$ cat src/rtl/univ_shift_reg_if.sv
// univ_shift_reg_if
//   Groups the control/data bus of the universal shift register so that the
//   design and its user exchange one handle instead of ten loose signals.
//   clk and rst_n stay as plain ports on the design.
//
//   Signals:
//     en        enable. When 0, the register and the counter hold.
//     mode[2:0] operation select.
//     si_r      serial input that enters at the MSB on a right shift.
//     si_l      serial input that enters at the LSB on a left shift.
//     pd        parallel load data.
//     q         register contents.
//     so_r      right serial output, equal to q[0].
//     so_l      left serial output, equal to q[NBITS-1].
//     bit_cnt   number of shifts taken in the current word.
//     word_done one-cycle pulse that marks a completed word.
//
//   Modports:
//     master  the user side. It drives en, mode, si_r, si_l and pd.
//     slave   the register side. It drives q, so_r, so_l, bit_cnt and word_done.
interface univ_shift_reg_if #(
  parameter int NBITS = 4
);
  localparam int CNT_W = $clog2(NBITS);

  logic             en;
  logic [2:0]       mode;
  logic             si_r;
  logic             si_l;
  logic [NBITS-1:0] pd;
  logic [NBITS-1:0] q;
  logic             so_r;
  logic             so_l;
  logic [CNT_W-1:0] bit_cnt;
  logic             word_done;

  modport master (
    output en, mode, si_r, si_l, pd,
    input  q, so_r, so_l, bit_cnt, word_done
  );

  modport slave (
    input  en, mode, si_r, si_l, pd,
    output q, so_r, so_l, bit_cnt, word_done
  );
endinterface

$ cat src/rtl/univ_shift_reg.sv
// univ_shift_reg
//   NBITS-wide universal shift register. The operation is chosen on every
//   cycle and can be one of: hold, shift right, shift left, parallel load,
//   rotate right, rotate left, arithmetic shift right, or clear.
//   A shift counter groups every NBITS shift-class operations into one word.
//   When a word completes, the register pulses word_done for one cycle.
//
//   Ports:
//     clk    clock. All state updates on the rising edge.
//     rst_n  synchronous, active-low reset. It has priority over en and mode.
//     bus    univ_shift_reg_if slave modport (en/mode/si_r/si_l/pd in,
//            q/so_r/so_l/bit_cnt/word_done out).
//
//   Parameters:
//     NBITS      register width, NBITS >= 2. Must match the interface instance.
//     RESET_VAL  value of q after reset.
module univ_shift_reg #(
  parameter int               NBITS     = 4,
  parameter logic [NBITS-1:0] RESET_VAL = '0
) (
  input  logic              clk,
  input  logic              rst_n,
  univ_shift_reg_if.slave   bus
);
  localparam int               CNT_W   = $clog2(NBITS);
  localparam logic [CNT_W-1:0] CNT_MAX = CNT_W'(NBITS - 1);

  typedef enum logic [2:0] {
    OP_HOLD = 3'b000,
    OP_SHR  = 3'b001,
    OP_SHL  = 3'b010,
    OP_LOAD = 3'b011,
    OP_ROR  = 3'b100,
    OP_ROL  = 3'b101,
    OP_ASR  = 3'b110,
    OP_CLR  = 3'b111
  } op_e;

  op_e              op;
  logic [NBITS-1:0] q_reg,    q_next;
  logic [CNT_W-1:0] cnt_reg,  cnt_next;
  logic             done_reg, done_next;
  logic             is_shift;

  assign op = op_e'(bus.mode);

  always_comb begin
    q_next    = q_reg;
    cnt_next  = cnt_reg;
    done_next = 1'b0;
    is_shift  = 1'b0;

    if (bus.en) begin
      case (op)
        OP_SHR: begin
          q_next   = {bus.si_r, q_reg[NBITS-1:1]};
          is_shift = 1'b1;
        end
        OP_SHL: begin
          q_next   = {q_reg[NBITS-2:0], bus.si_l};
          is_shift = 1'b1;
        end
        OP_LOAD: begin
          q_next   = bus.pd;
          cnt_next = '0;
        end
        OP_ROR: begin
          q_next   = {q_reg[0], q_reg[NBITS-1:1]};
          is_shift = 1'b1;
        end
        OP_ROL: begin
          q_next   = {q_reg[NBITS-2:0], q_reg[NBITS-1]};
          is_shift = 1'b1;
        end
        OP_ASR: begin
          q_next   = {q_reg[NBITS-1], q_reg[NBITS-1:1]};
          is_shift = 1'b1;
        end
        OP_CLR: begin
          // Clear goes to zero, not RESET_VAL. Clear is a datapath operation,
          // not a reset.
          q_next   = '0;
          cnt_next = '0;
        end
        default: ;  // OP_HOLD
      endcase
    end

    // Compare against NBITS-1 explicitly. A natural rollover of the counter
    // would only give the right wrap point when NBITS is a power of two.
    if (is_shift) begin
      if (cnt_reg == CNT_MAX) begin
        cnt_next  = '0;
        done_next = 1'b1;
      end else begin
        cnt_next  = cnt_reg + CNT_W'(1);
      end
    end
  end

  always_ff @(posedge clk) begin
    if (!rst_n) begin
      q_reg    <= RESET_VAL;
      cnt_reg  <= '0;
      done_reg <= 1'b0;
    end else begin
      q_reg    <= q_next;
      cnt_reg  <= cnt_next;
      done_reg <= done_next;
    end
  end

  assign bus.q         = q_reg;
  assign bus.so_r      = q_reg[0];
  assign bus.so_l      = q_reg[NBITS-1];
  assign bus.bit_cnt   = cnt_reg;
  assign bus.word_done = done_reg;
endmodule

$ cat src/flat_wrapper.sv
// flat-port wrapper written by rule: the top's interface ports become plain ports
module univ_shift_reg_flat 
#(
  parameter int               NBITS     = 4,
  parameter logic [NBITS-1:0] RESET_VAL = '0
)
  (clk, rst_n, bus_en, bus_mode, bus_si_r, bus_si_l, bus_pd, bus_q, bus_so_r, bus_so_l, bus_bit_cnt, bus_word_done);
  univ_shift_reg_if #(.NBITS(NBITS)) bus_i ();
  input  logic clk;
  input  logic rst_n;
  input wire logic [$bits(bus_i.en)-1:0] bus_en;
  input wire logic [$bits(bus_i.mode)-1:0] bus_mode;
  input wire logic [$bits(bus_i.si_r)-1:0] bus_si_r;
  input wire logic [$bits(bus_i.si_l)-1:0] bus_si_l;
  input wire logic [$bits(bus_i.pd)-1:0] bus_pd;
  output wire logic [$bits(bus_i.q)-1:0] bus_q;
  output wire logic [$bits(bus_i.so_r)-1:0] bus_so_r;
  output wire logic [$bits(bus_i.so_l)-1:0] bus_so_l;
  output wire logic [$bits(bus_i.bit_cnt)-1:0] bus_bit_cnt;
  output wire logic [$bits(bus_i.word_done)-1:0] bus_word_done;
  assign bus_i.en = bus_en;
  assign bus_i.mode = bus_mode;
  assign bus_i.si_r = bus_si_r;
  assign bus_i.si_l = bus_si_l;
  assign bus_i.pd = bus_pd;
  assign bus_q = bus_i.q;
  assign bus_so_r = bus_i.so_r;
  assign bus_so_l = bus_i.so_l;
  assign bus_bit_cnt = bus_i.bit_cnt;
  assign bus_word_done = bus_i.word_done;
  univ_shift_reg #(.NBITS(NBITS), .RESET_VAL(RESET_VAL)) u_core (.clk(clk), .rst_n(rst_n), .bus(bus_i));
endmodule
$ cat config.mk
export PLATFORM = sky130hd
export DESIGN_NAME = univ_shift_reg_flat
export DESIGN_NICKNAME = d
export VERILOG_FILES = /design/src/rtl/univ_shift_reg_if.sv /design/src/rtl/univ_shift_reg.sv /design/src/flat_wrapper.sv
export SDC_FILE = /design/constraint.sdc
export NUM_CORES = 1
export LEC_CHECK = 0
export CAP_MARGIN = 20
export CORE_AREA = 4 4 41 43
export CTS_CLUSTER_DIAMETER = 40
export DETAILED_ROUTE_END_ITERATION = 7
export DIE_AREA = 0 0 45 47
export HOLD_SLACK_MARGIN = 0.1
export PLACE_DENSITY = 0.8
export SETUP_SLACK_MARGIN = 0.5
export SLEW_MARGIN = 5
export SYNTH_ARGS = -nofsm -noshare
export SYNTH_HDL_FRONTEND = slang
export SYNTH_SLANG_ARGS = --single-unit
$ cat constraint.sdc
create_clock -name clk -period 1.53 [get_ports clk]
set_input_delay 0.459 -clock clk [delete_from_list [all_inputs] [get_ports clk]]
set_output_delay 0.459 -clock clk [all_outputs]
set_load 0.01 [all_outputs]
==> results.tsv, run 1 <==
stage	metric	value	unit
outcome	result of the run	finished, final reports clean	
cells_and_area	final design area excluding fillers	951	µm²
cells_and_area	most common cell after layout, fill and taps aside	sky130_fd_sc_hd__buf_4	
drt	ANT nets after route	0	
drt	vias	614	
yosys	cell type with the highest aggregate area in the netlist	sky130_fd_sc_hd__dfxtp_1	
global_routing	global route total overflow	0	
sta	final hold violations	0	
global_routing	global-route wire length before repair	2.84	mm
yosys	count of different cell masters after synthesis	29	
min_path	Hold Path End	u_core.bus.q[2]	
cells_and_area	area delta synth->final	95.9	%
critical_path	kind of cell adding the most delay to the critical path	flip-flops	
placement	cell area after placement	736	µm²
yosys	area of the mapped netlist	485	µm²
yosys	fraction of synthesized cell area taken by the top area cell type	28.9	%
sta	worst hold slack	596	ps
cells_and_area	top library cells by usage in the layout, fill and taps aside	17 x sky130_fd_sc_hd__buf_4, 14 x sky130_fd_sc_hd__buf_6, 9 x sky130_fd_sc_hd__nand2_1, 6 x sky130_fd_sc_hd__dlygate4sd2_1, 6 x sky130_fd_sc_hd__dfxtp_2	
sta	unrepaired setup endpoints after global routing	yes	
floorplanning	overall die area	2120	µm²
sta	final setup violation count	0	
yosys	Mapped Nets	73	
critical_path	sort of element at the start of the critical path	register	
power_and_ir_drop	leakage power of the design	0.416	nW
yosys	fraction of synthesis flops using an asynchronous set or reset pin	0	%
sta	Tmin final	1180	ps
placement	post-detail-place hpwl	1.05	mm
yosys	share of the yosys chip area belonging to registers	28.9	%
drt	WL per Instance	14.7	µm
floorplanning	die height	47	µm
critical_path	RR Startpoint	u_core.bus.q[3]	
clocking	Worst-Skew Late Latency	260	ps
cells_and_area	final-stage net count	114	
drt	routed vias/inst	5.34	
placement	global placement routability congestion	0.803	
yosys	number of cells produced by synthesis	60	
critical_path	biggest fanout along the worst timing path	3	
sta	Slew headroom	79.5	%
floorplanning	number of cell rows	13	
floorplanning	initial core utilization	37.3	%
floorplanning	io pins	21	
clocking	clock tree from TritonCTS	yes	
cells_and_area	fraction of layout cells with a size suffix above 1	57.0	%
sta	achievable clock frequency	0.847	GHz
yosys	number of enable flip-flop cells after synthesis	0	
yosys	dominant cells by area after synthesis	sky130_fd_sc_hd__dfxtp_1 29%, sky130_fd_sc_hd__nand2_1 7.0%, sky130_fd_sc_hd__o21ai_0 6.2%, sky130_fd_sc_hd__nand3_1 5.2%, sky130_fd_sc_hd__a21o_1 4.6%	
critical_path	worst reg-to-reg setup slack	470	ps
min_path	cell count of the worst hold path	4	
clocking	Num CTS Buffers	3	
critical_path	start point of the critical path	u_core.bus.q[0]	
yosys	Post-Synthesis Mean Instance Area	8.09	µm²
floorplanning	width of the chip	45	µm
global_routing	via count of the first global-routing pass	598	
floorplanning	area inside the core boundary	1300	µm²
critical_path	critical register-to-register path endpoint	u_core.bus.q[0]	
clocking	# hold bufs at CTS	0	
power_and_ir_drop	worst supply voltage drop on vdd	0.000471	V
sta	Layout Skew	0.910	ps
sta	Final Cycle Share	77.2	%
global_routing	combined global-route utilization of all metal layers	19.3	%
clocking	Clock Sink Count	7	
critical_path	arrival time at the worst endpoint	720	ps
critical_path	Worst Path Required	1070	ps
cells_and_area	Ant. Diodes	0	
clocking	root buffer cell	sky130_fd_sc_hd__clkbuf_4	
clocking	Clock Pin Slew Worst Setup and Hold Paths	50	ps
critical_path	critical path endpoint category	primary output	
critical_path	CP Class	reg -> out	
power_and_ir_drop	total power divided by cell area	635	nW/µm²
critical_path	reg2reg path depth	5	
min_path	class of the most critical hold timing path	in -> reg	
critical_path	critical-path cell list	buf_6	
sta	measured slew at the worst slew-check pin	308	ps
drt	DRC errors left	0	
yosys	Most used DFF post-synth	sky130_fd_sc_hd__dfxtp_1	
cells_and_area	number of flip-flops under the largest register name	4	
global_routing	antenna violations before repair	0	
critical_path	worst path buffer plus inverter count	1	
critical_path	cell at the slowest stage of the critical path	sky130_fd_sc_hd__dfxtp_2	
clocking	number of H-tree levels	1	
sta	max-slew violation total from the final report	0	
drt	router iterations before antenna repair	4	
min_path	hold path start	bus_mode[1]	
drt	DRC violation total after the first TritonRoute iteration	12	
clocking	maximum buffer depth of the clock tree	2	
critical_path	highest cell delay on the worst timing path	350	ps
yosys	post-synthesis register bit count	7	
placement	I/O Buffers	20	
global_routing	maximum number of pins on one net before global-route repair	9	
yosys	Syn. warnings	0	
drt	post-detailed-routing wire length	1.69	mm
flow_run	number of max-cap violations	0	
[layout make-up]
type	instances	area [µm²]
repair buffers	41	378
multi-input cells	48	380
well taps	15	18.8
flip-flops and latches	7	148
clock buffers	4	26.3
fillers	105	350
[metrics by stage]
stage / TNS, ps / cells / util [%] / worst slack (ps) / power (mW)
3_3_place_gp: -1730 / 99 / 56.5 / -292 / 0.362
2_1_floorplan: 0 / 60 / - / 308 / 0.285
6_report: 0 / 115 / 73.1 / 349 / 0.603
5_1_grt: 0 / 115 / 73.1 / 311 / 0.645
3_5_place_dp: -2120 / 99 / 56.5 / -374 / 0.366
4_1_cts: 0 / 114 / 69.2 / 358 / 0.573
[Yosys cell counts, types with 2 or more instances]
cell type / number
sky130_fd_sc_hd__buf_4: 3
sky130_fd_sc_hd__mux2i_1: 2
sky130_fd_sc_hd__nand2_1: 9
sky130_fd_sc_hd__a21boi_0: 2
sky130_fd_sc_hd__a41oi_1: 2
sky130_fd_sc_hd__dfxtp_1: 7
sky130_fd_sc_hd__o21ai_0: 6
sky130_fd_sc_hd__o21bai_1: 2
sky130_fd_sc_hd__nand3_1: 5
sky130_fd_sc_hd__a21o_1: 3
[metal layers]
layer | vias to the layer above | global-route usage [%] | routed length, µm
met5 | - | 0 | 0
met4 | 0 | 10.5 | 32
met3 | 4 | 4.60 | 120
met2 | 18 | 31.6 | 871
met1 | 292 | 23.2 | 667
li1 | 300 | - | -
[worst max path at each step]
stage                            endpoint  depth (start not counted)
after floorplan           u_core.bus.q[1]                          4
after global placement    u_core.bus.q[3]                          6
after detailed placement  u_core.bus.q[3]                          6
after CTS                        bus_q[0]                          1
after global routing             bus_so_r                          1
final                            bus_so_r                          1
[cells by family (layout without fill, tap and decap cells)]
kind of cell    Yosys count  in the layout  share of synthesized area [%]
simple gates             22             22                           24.0
compound gates           22             22                           30.7
mux                       2              2                           4.12
buf+inv                   5             45                           7.99
fa+ha+maj                 1              1                           2.58
flops                     7              7                           28.9
xor+xnor                  1              1                           1.80
[where the power goes]
part	total, mW	switching [mW]	internal, mW
Combinational	0.222	0.0929	0.129
Clock	0.177	0.0767	0.100
Sequential	0.205	0.00908	0.196
[repair_timing]
action	CTS	global route
setup endpoints to repair	16	16
setup buffers	11	1
pin swaps	17	5
endpoints found under the hold margin	0	0
gates resized for setup	89	9
No activity file was read; power rests on OpenSTA's default activity.
==> run 2, diff against run 1 <==
==> constraint.sdc (replaced) <==
create_clock -name clk -period 1.2 [get_ports clk]
set_input_delay 0.36 -clock clk [delete_from_list [all_inputs] [get_ports clk]]
set_output_delay 0.36 -clock clk [all_outputs]
set_load 0.01 [all_outputs]
==> results.tsv, run 2 (synthesis results as in run 1) <==
stage	metric	value	unit	change
power_and_ir_drop	clock power share	29.5	%	was 29.3%
clocking	maximum buffer depth of the clock tree	2		unchanged
power_and_ir_drop	total power divided by cell area	817	nW/µm²	was 635 nW/µm²
clocking	Clock Sink Count	7		unchanged
sta	max-slew violation total from the final report	0		unchanged
power_and_ir_drop	worst supply voltage drop on vdd	0.000499	V	was 0.000471 V
power_and_ir_drop	cell-internal power	0.523	mW	was 0.425 mW
critical_path	kind of cell adding the most delay to the critical path	flip-flops		unchanged
critical_path	critical-path cell list	buf_6		unchanged
cells_and_area	top library cells by usage in the layout, fill and taps aside	14 x sky130_fd_sc_hd__buf_6, 10 x sky130_fd_sc_hd__buf_4, 9 x sky130_fd_sc_hd__nand2_1, 5 x sky130_fd_sc_hd__nand3_1, 5 x sky130_fd_sc_hd__dlygate4sd2_1		was 17 x sky130_fd_sc_hd__buf_4, 14 x sky130_fd_sc_hd__buf_6, 9 x sky130_fd_sc_hd__nand2_1, 6 x sky130_fd_sc_hd__dlygate4sd2_1, 6 x sky130_fd_sc_hd__dfxtp_2
clocking	Num CTS Buffers	3		unchanged
power_and_ir_drop	leakage power of the design	0.391	nW	was 0.416 nW
critical_path	worst path buffer plus inverter count	1		unchanged
power_and_ir_drop	power consumption	0.731	mW	was 0.603 mW
critical_path	arrival time at the worst endpoint	720	ps	about the same
power_and_ir_drop	part of the total power dissipated in sequential elements	35.4	%	was 33.9%
drt	ANT nets after route	0		unchanged
cells_and_area	area of the multi-input gates	358	µm²	was 380 µm²
sta	unrepaired setup endpoints after global routing	yes		unchanged
placement	Cells after DPL	104		was 99
critical_path	biggest fanout along the worst timing path	3		unchanged
cells_and_area	non-filler cells in the finished layout	110		was 115
sta	Final Cycle Share	90.0	%	
cells_and_area	area delta synth->final	84.3	%	was 95.9%
critical_path	Worst Path Required	840	ps	was 1070 ps
critical_path	highest cell delay on the worst timing path	350	ps	about the same
drt	WL per Instance	13.5	µm	was 14.7 µm
sta	final critical-path setup slack	120	ps	was 349 ps
global_routing	combined global-route utilization of all metal layers	15.7	%	was 19.3%
clocking	Worst-Skew Late Latency	260	ps	about the same
placement	global placement routability congestion	0.742		was 0.803
min_path	class of the most critical hold timing path	in -> reg		unchanged
outcome	result of the run	finished, final reports clean		unchanged
drt	routed vias/inst	5.32		was 5.34
power_and_ir_drop	proportion of total power due to net switching	28.5	%	was 29.6%
sta	final setup violation count	0		unchanged
cells_and_area	most common cell after layout, fill and taps aside	sky130_fd_sc_hd__buf_6		was sky130_fd_sc_hd__buf_4
critical_path	cell at the slowest stage of the critical path	sky130_fd_sc_hd__dfxtp_4		was sky130_fd_sc_hd__dfxtp_2
flow_run	number of max-cap violations	0		unchanged
drt	DRC violation total after the first TritonRoute iteration	4		was 12
cells_and_area	Seq. cell area	153	µm²	was 148 µm²
sta	Slew headroom	83.0	%	was 79.5%
placement	pre-CTS worst setup slack	-634	ps	was -374 ps
sta	final hold violations	0		unchanged
floorplanning	width of the chip	45	µm	unchanged
placement	I/O Buffers	20		unchanged
floorplanning	area inside the core boundary	1300	µm²	unchanged
sta	Layout Skew	6.49	ps	was 0.910 ps
critical_path	critical path endpoint category	primary output		unchanged
floorplanning	die height	47	µm	unchanged
critical_path	sort of element at the start of the critical path	register		unchanged
clocking	# hold bufs at CTS	0		unchanged
floorplanning	number of cell rows	13		unchanged
sta	Tmin final	1080	ps	
global_routing	global route total overflow	0		unchanged
clocking	Clock Pin Slew Worst Setup and Hold Paths	50	ps	about the same
sta	worst hold slack	527	ps	was 596 ps
global_routing	global-route wire length before repair	2.39	mm	was 2.84 mm
drt	router iterations before antenna repair	3		was 4
global_routing	maximum number of pins on one net before global-route repair	8		was 9
global_routing	antenna violations before repair	0		unchanged
power_and_ir_drop	net switching power	0.208	mW	was 0.179 mW
drt	post-detailed-routing wire length	1.49	mm	was 1.69 mm
global_routing	via count of the first global-routing pass	575		was 598
floorplanning	overall die area	2120	µm²	unchanged
critical_path	CP Class	reg -> out		unchanged
floorplanning	io pins	21		unchanged
drt	vias	585		was 614
cells_and_area	fraction of layout cells with a size suffix above 1	50.5	%	was 57.0%
power_and_ir_drop	Logic pwr share	35.0	%	was 36.8%
sta	measured slew at the worst slew-check pin	254	ps	was 308 ps
cells_and_area	Layout fillers	104		was 105
clocking	number of H-tree levels	1		unchanged
floorplanning	initial core utilization	37.3	%	unchanged
clocking	root buffer cell	sky130_fd_sc_hd__clkbuf_4		unchanged
cells_and_area	Ant. Diodes	0		unchanged
clocking	clock tree from TritonCTS	yes		unchanged
cells_and_area	post-layout utilization of the core	68.8	%	was 73.1%
cells_and_area	number of flip-flops under the largest register name	4		unchanged
sta	achievable clock frequency	0.926	GHz	
cells_and_area	final-stage net count	109		was 114
drt	DRC errors left	0		unchanged
## run 2: routing by layer
layer  GRT usage (%)  up-vias  share of wire (%)
met3            6.90        8                6.5
met1            18.1      268                 42
met2            25.4       19                 48
li1                -      290                  -
met5               0        -                  0
met4            6.43        0                3.4
## run 2: path summary, 6_finish.rpt
check	from	to	slack, ps	cells past startpoint
worst max-delay path	u_core.bus.q[3]	bus_so_l	120	1
worst min-delay path	bus_mode[0]	u_core.bus.q[3]	530	5
worst max register to register	u_core.bus.q[0]	u_core.bus.q[3]	170	5
worst min register to register	u_core.bus.bit_cnt[1]	u_core.bus.bit_cnt[1]	580	3
## run 2: layout make-up
type	instances	area share, %
Multi-Input combinational cell	48	40.0
Timing Repair Buffer	36	37.9
Sequential cell	7	17.1
Clock buffer	4	2.94
Tap cell	15	2.10
## run 2: timing repair
item | 4_1_cts | 5_1_grt
setup buffers | 1 | 0
gates cloned | 1 | 0
pin swaps | 18 | 6
gates resized for setup | 81 | 5
endpoints found under the setup margin | 16 | 16
## run 2: power by group through the flow
stage	clock network, mW	logic (mW)	registers (mW)
after floorplan	0	0.0959	0.270
after global placement	0	0.219	0.257
after detailed placement	0	0.223	0.258
after CTS	0.223	0.248	0.259
after global routing	0.249	0.275	0.261
final	0.216	0.256	0.259
## run 2: stage by stage
| step | TNS, ps | area (µm²) |
|---|---|---|
| floorplan | 0 | 515 |
| global placement | -3400 | 783 |
| detailed placement | -3800 | 783 |
| CTS | 0 | 882 |
| global route | 0 | 895 |
| finish | 0 | 895 |
## run 2: tightest hold or removal path: cells and delay by family
kind / cells / cell delay, ps
buf+inv: 2 / 190
compound gates: 2 / 120
simple gates: 1 / 70
==> run 3, diff against run 2 <==
--- a/config.mk
+++ b/config.mk
@@ -11,7 +11,7 @@
 export DETAILED_ROUTE_END_ITERATION = 7
 export DIE_AREA = 0 0 45 47
 export HOLD_SLACK_MARGIN = 0.1
-export PLACE_DENSITY = 0.8
+export PLACE_DENSITY = 0.83
 export SETUP_SLACK_MARGIN = 0.5
 export SLEW_MARGIN = 5
 export SYNTH_ARGS = -nofsm -noshare
==> results.tsv, run 3 (synthesis results as in run 1) <==
stage	metric	value	unit	change
floorplanning	initial core utilization	37.3	%	unchanged
critical_path	critical register-to-register path endpoint	u_core.bus.q[3]		unchanged
sta	max-slew violation total from the final report	0		unchanged
global_routing	maximum number of pins on one net before global-route repair	10		was 8
cells_and_area	top library cells by usage in the layout, fill and taps aside	13 x sky130_fd_sc_hd__buf_6, 12 x sky130_fd_sc_hd__buf_4, 9 x sky130_fd_sc_hd__nand2_1		was 14 x sky130_fd_sc_hd__buf_6, 10 x sky130_fd_sc_hd__buf_4, 9 x sky130_fd_sc_hd__nand2_1, 5 x sky130_fd_sc_hd__nand3_1, 5 x sky130_fd_sc_hd__dlygate4sd2_1
power_and_ir_drop	part of the total power dissipated in sequential elements	34.2	%	was 35.4%
sta	final hold violations	0		unchanged
power_and_ir_drop	total power divided by cell area	814	nW/µm²	was 817 nW/µm²
sta	Layout Skew	2.07	ps	was 6.49 ps
sta	Final Cycle Share	89.5	%	was 90.0%
clocking	Num CTS Buffers	3		unchanged
power_and_ir_drop	leakage power of the design	0.390	nW	was 0.391 nW
sta	final critical-path setup slack	126	ps	was 120 ps
flow_run	number of max-cap violations	0		unchanged
power_and_ir_drop	cell-internal power	0.533	mW	was 0.523 mW
global_routing	global route total overflow	0		unchanged
sta	achievable clock frequency	0.931	GHz	was 0.926 GHz
drt	DRC violation total after the first TritonRoute iteration	13		was 4
global_routing	via count of the first global-routing pass	615		was 575
cells_and_area	final design area excluding fillers	931	µm²	was 895 µm²
clocking	Clock Pin Slew Worst Setup and Hold Paths	60	ps	was 50 ps
cells_and_area	Ant. Diodes	0		unchanged
global_routing	antenna violations before repair	0		unchanged
clocking	number of H-tree levels	1		unchanged
floorplanning	width of the chip	45	µm	unchanged
critical_path	sort of element at the start of the critical path	register		unchanged
sta	final setup violation count	0		unchanged
outcome	result of the run	finished, final reports clean		unchanged
clocking	clock tree from TritonCTS	yes		unchanged
critical_path	CP Class	reg -> out		unchanged
placement	cell area after placement	791	µm²	was 783 µm²
critical_path	biggest fanout along the worst timing path	3		unchanged
critical_path	cell at the slowest stage of the critical path	sky130_fd_sc_hd__dfxtp_4		unchanged
power_and_ir_drop	worst supply voltage drop on vdd	0.000591	V	was 0.000499 V
drt	ANT nets after route	0		unchanged
drt	post-detailed-routing wire length	1.67	mm	was 1.49 mm
critical_path	critical-path cell list	buf_6		unchanged
floorplanning	overall die area	2120	µm²	unchanged
global_routing	global-route wire length before repair	2.71	mm	was 2.39 mm
critical_path	arrival time at the worst endpoint	710	ps	was 720 ps
power_and_ir_drop	clock power share	28.8	%	was 29.5%
cells_and_area	final-stage net count	109		unchanged
global_routing	combined global-route utilization of all metal layers	17.8	%	was 15.7%
floorplanning	die height	47	µm	unchanged
critical_path	critical path endpoint category	primary output		unchanged
min_path	cell count of the worst hold path	5		unchanged
critical_path	highest cell delay on the worst timing path	350	ps	about the same
cells_and_area	area delta synth->final	91.8	%	was 84.3%
drt	routed vias/inst	5.39		was 5.32
cells_and_area	post-layout utilization of the core	71.5	%	was 68.8%
power_and_ir_drop	net switching power	0.225	mW	was 0.208 mW
power_and_ir_drop	Logic pwr share	37.0	%	was 35.0%
floorplanning	area inside the core boundary	1300	µm²	unchanged
drt	DRC errors left	0		unchanged
critical_path	kind of cell adding the most delay to the critical path	flip-flops		unchanged
clocking	root buffer cell	sky130_fd_sc_hd__clkbuf_4		unchanged
clocking	Clock Sink Count	7		unchanged
cells_and_area	most common cell after layout, fill and taps aside	sky130_fd_sc_hd__buf_6		unchanged
critical_path	RR Startpoint	u_core.bus.q[0]		unchanged
min_path	class of the most critical hold timing path	in -> reg		unchanged
sta	unrepaired setup endpoints after global routing	yes		unchanged
sta	Tmin final	1070	ps	was 1080 ps
critical_path	worst path buffer plus inverter count	1		unchanged
sta	Slew headroom	77.3	%	was 83.0%
drt	vias	593		was 585
clocking	Worst-Skew Late Latency	250	ps	was 260 ps
placement	global placement routability congestion	0.814		was 0.742
placement	pre-CTS worst setup slack	-564	ps	was -634 ps
min_path	Hold Path End	u_core.bus.bit_cnt[0]		was u_core.bus.q[3]
critical_path	worst reg-to-reg setup slack	210	ps	was 170 ps
floorplanning	io pins	21		unchanged
drt	router iterations before antenna repair	4		was 3
power_and_ir_drop	proportion of total power due to net switching	29.7	%	was 28.5%
min_path	hold path start	bus_mode[2]		was bus_mode[0]
power_and_ir_drop	power consumption	0.758	mW	was 0.731 mW
cells_and_area	number of flip-flops under the largest register name	4		unchanged
sta	Setup TNS Final	0	ps	unchanged
cells_and_area	fraction of layout cells with a size suffix above 1	56.8	%	was 50.5%
placement	I/O Buffers	20		unchanged
clocking	# hold bufs at CTS	0		unchanged
critical_path	Worst Path Required	840	ps	about the same
sta	measured slew at the worst slew-check pin	340	ps	was 254 ps
drt	WL per Instance	15.2	µm	was 13.5 µm
clocking	maximum buffer depth of the clock tree	2		unchanged
placement	post-detail-place hpwl	984	µm	
floorplanning	number of cell rows	13		unchanged
critical_path	reg2reg path depth	5		unchanged
## run 3: changes by cell type in the layout (fill, tap and decap cells not counted), sizes merged
cell           delta
dlymetal6s2s      -1
dlygate4sd2       -1
clkdlybuf4s50     +2
## run 3: worst max-delay path by stage
stage                         start               to  slack, ps  cells after the start
floorplan               bus_mode[2]  u_core.bus.q[1]         80                      4
global placement        bus_mode[1]  u_core.bus.q[1]       -520                      5
detailed placement      bus_mode[0]  u_core.bus.q[3]       -560                      6
CTS                 u_core.bus.q[0]         bus_so_r        120                      1
global route        u_core.bus.q[3]         bus_q[3]        100                      1
finish              u_core.bus.q[0]         bus_so_r        130                      1
## run 3: area by class of cell
type                       count  area, µm²
sequential                     7        153
clock buffer                   4       26.3
tap                           15       18.8
fill                         107        370
timing repair buffer          36        337
multi-input combinational     48        397
## run 3: per-layer routing
layer	track usage (%)	up-vias	part of all wire, %
li1	-	292	-
met1	18.6	269	38
met2	33.1	30	52
met3	6.13	2	8.8
met4	6.43	0	0.96
met5	0	-	0
## run 3: worst reg2reg max path, stage by stage, from the launching register on
cell and delay, ps:
sky130_fd_sc_hd__dfxtp_4 350, sky130_fd_sc_hd__buf_4 140, sky130_fd_sc_hd__o21bai_1 190, sky130_fd_sc_hd__a2bb2oi_2 80, sky130_fd_sc_hd__nand4_1 70, sky130_fd_sc_hd__a21boi_1 60
## run 3: stage by stage
step           std cells  hold slack, ps
2_1_floorplan         60             451
3_3_place_gp         105             567
3_5_place_dp         105             572
4_1_cts              110             519
5_1_grt              110             542
6_report             110             531
## run 3: power groups by stage
stage	Sequential (mW)	Clock, mW	Combinational (mW)
global placement	0.257	0	0.220
detailed placement	0.258	0	0.224
global route	0.261	0.239	0.299
finish	0.259	0.219	0.280
CTS	0.258	0.222	0.248
floorplan	0.270	0	0.0959
## run 3: repair_timing
item,CTS,global route
pin swaps,15,6
endpoints found under the setup margin,16,16
gates resized for setup,81,11
setup buffers,1,0
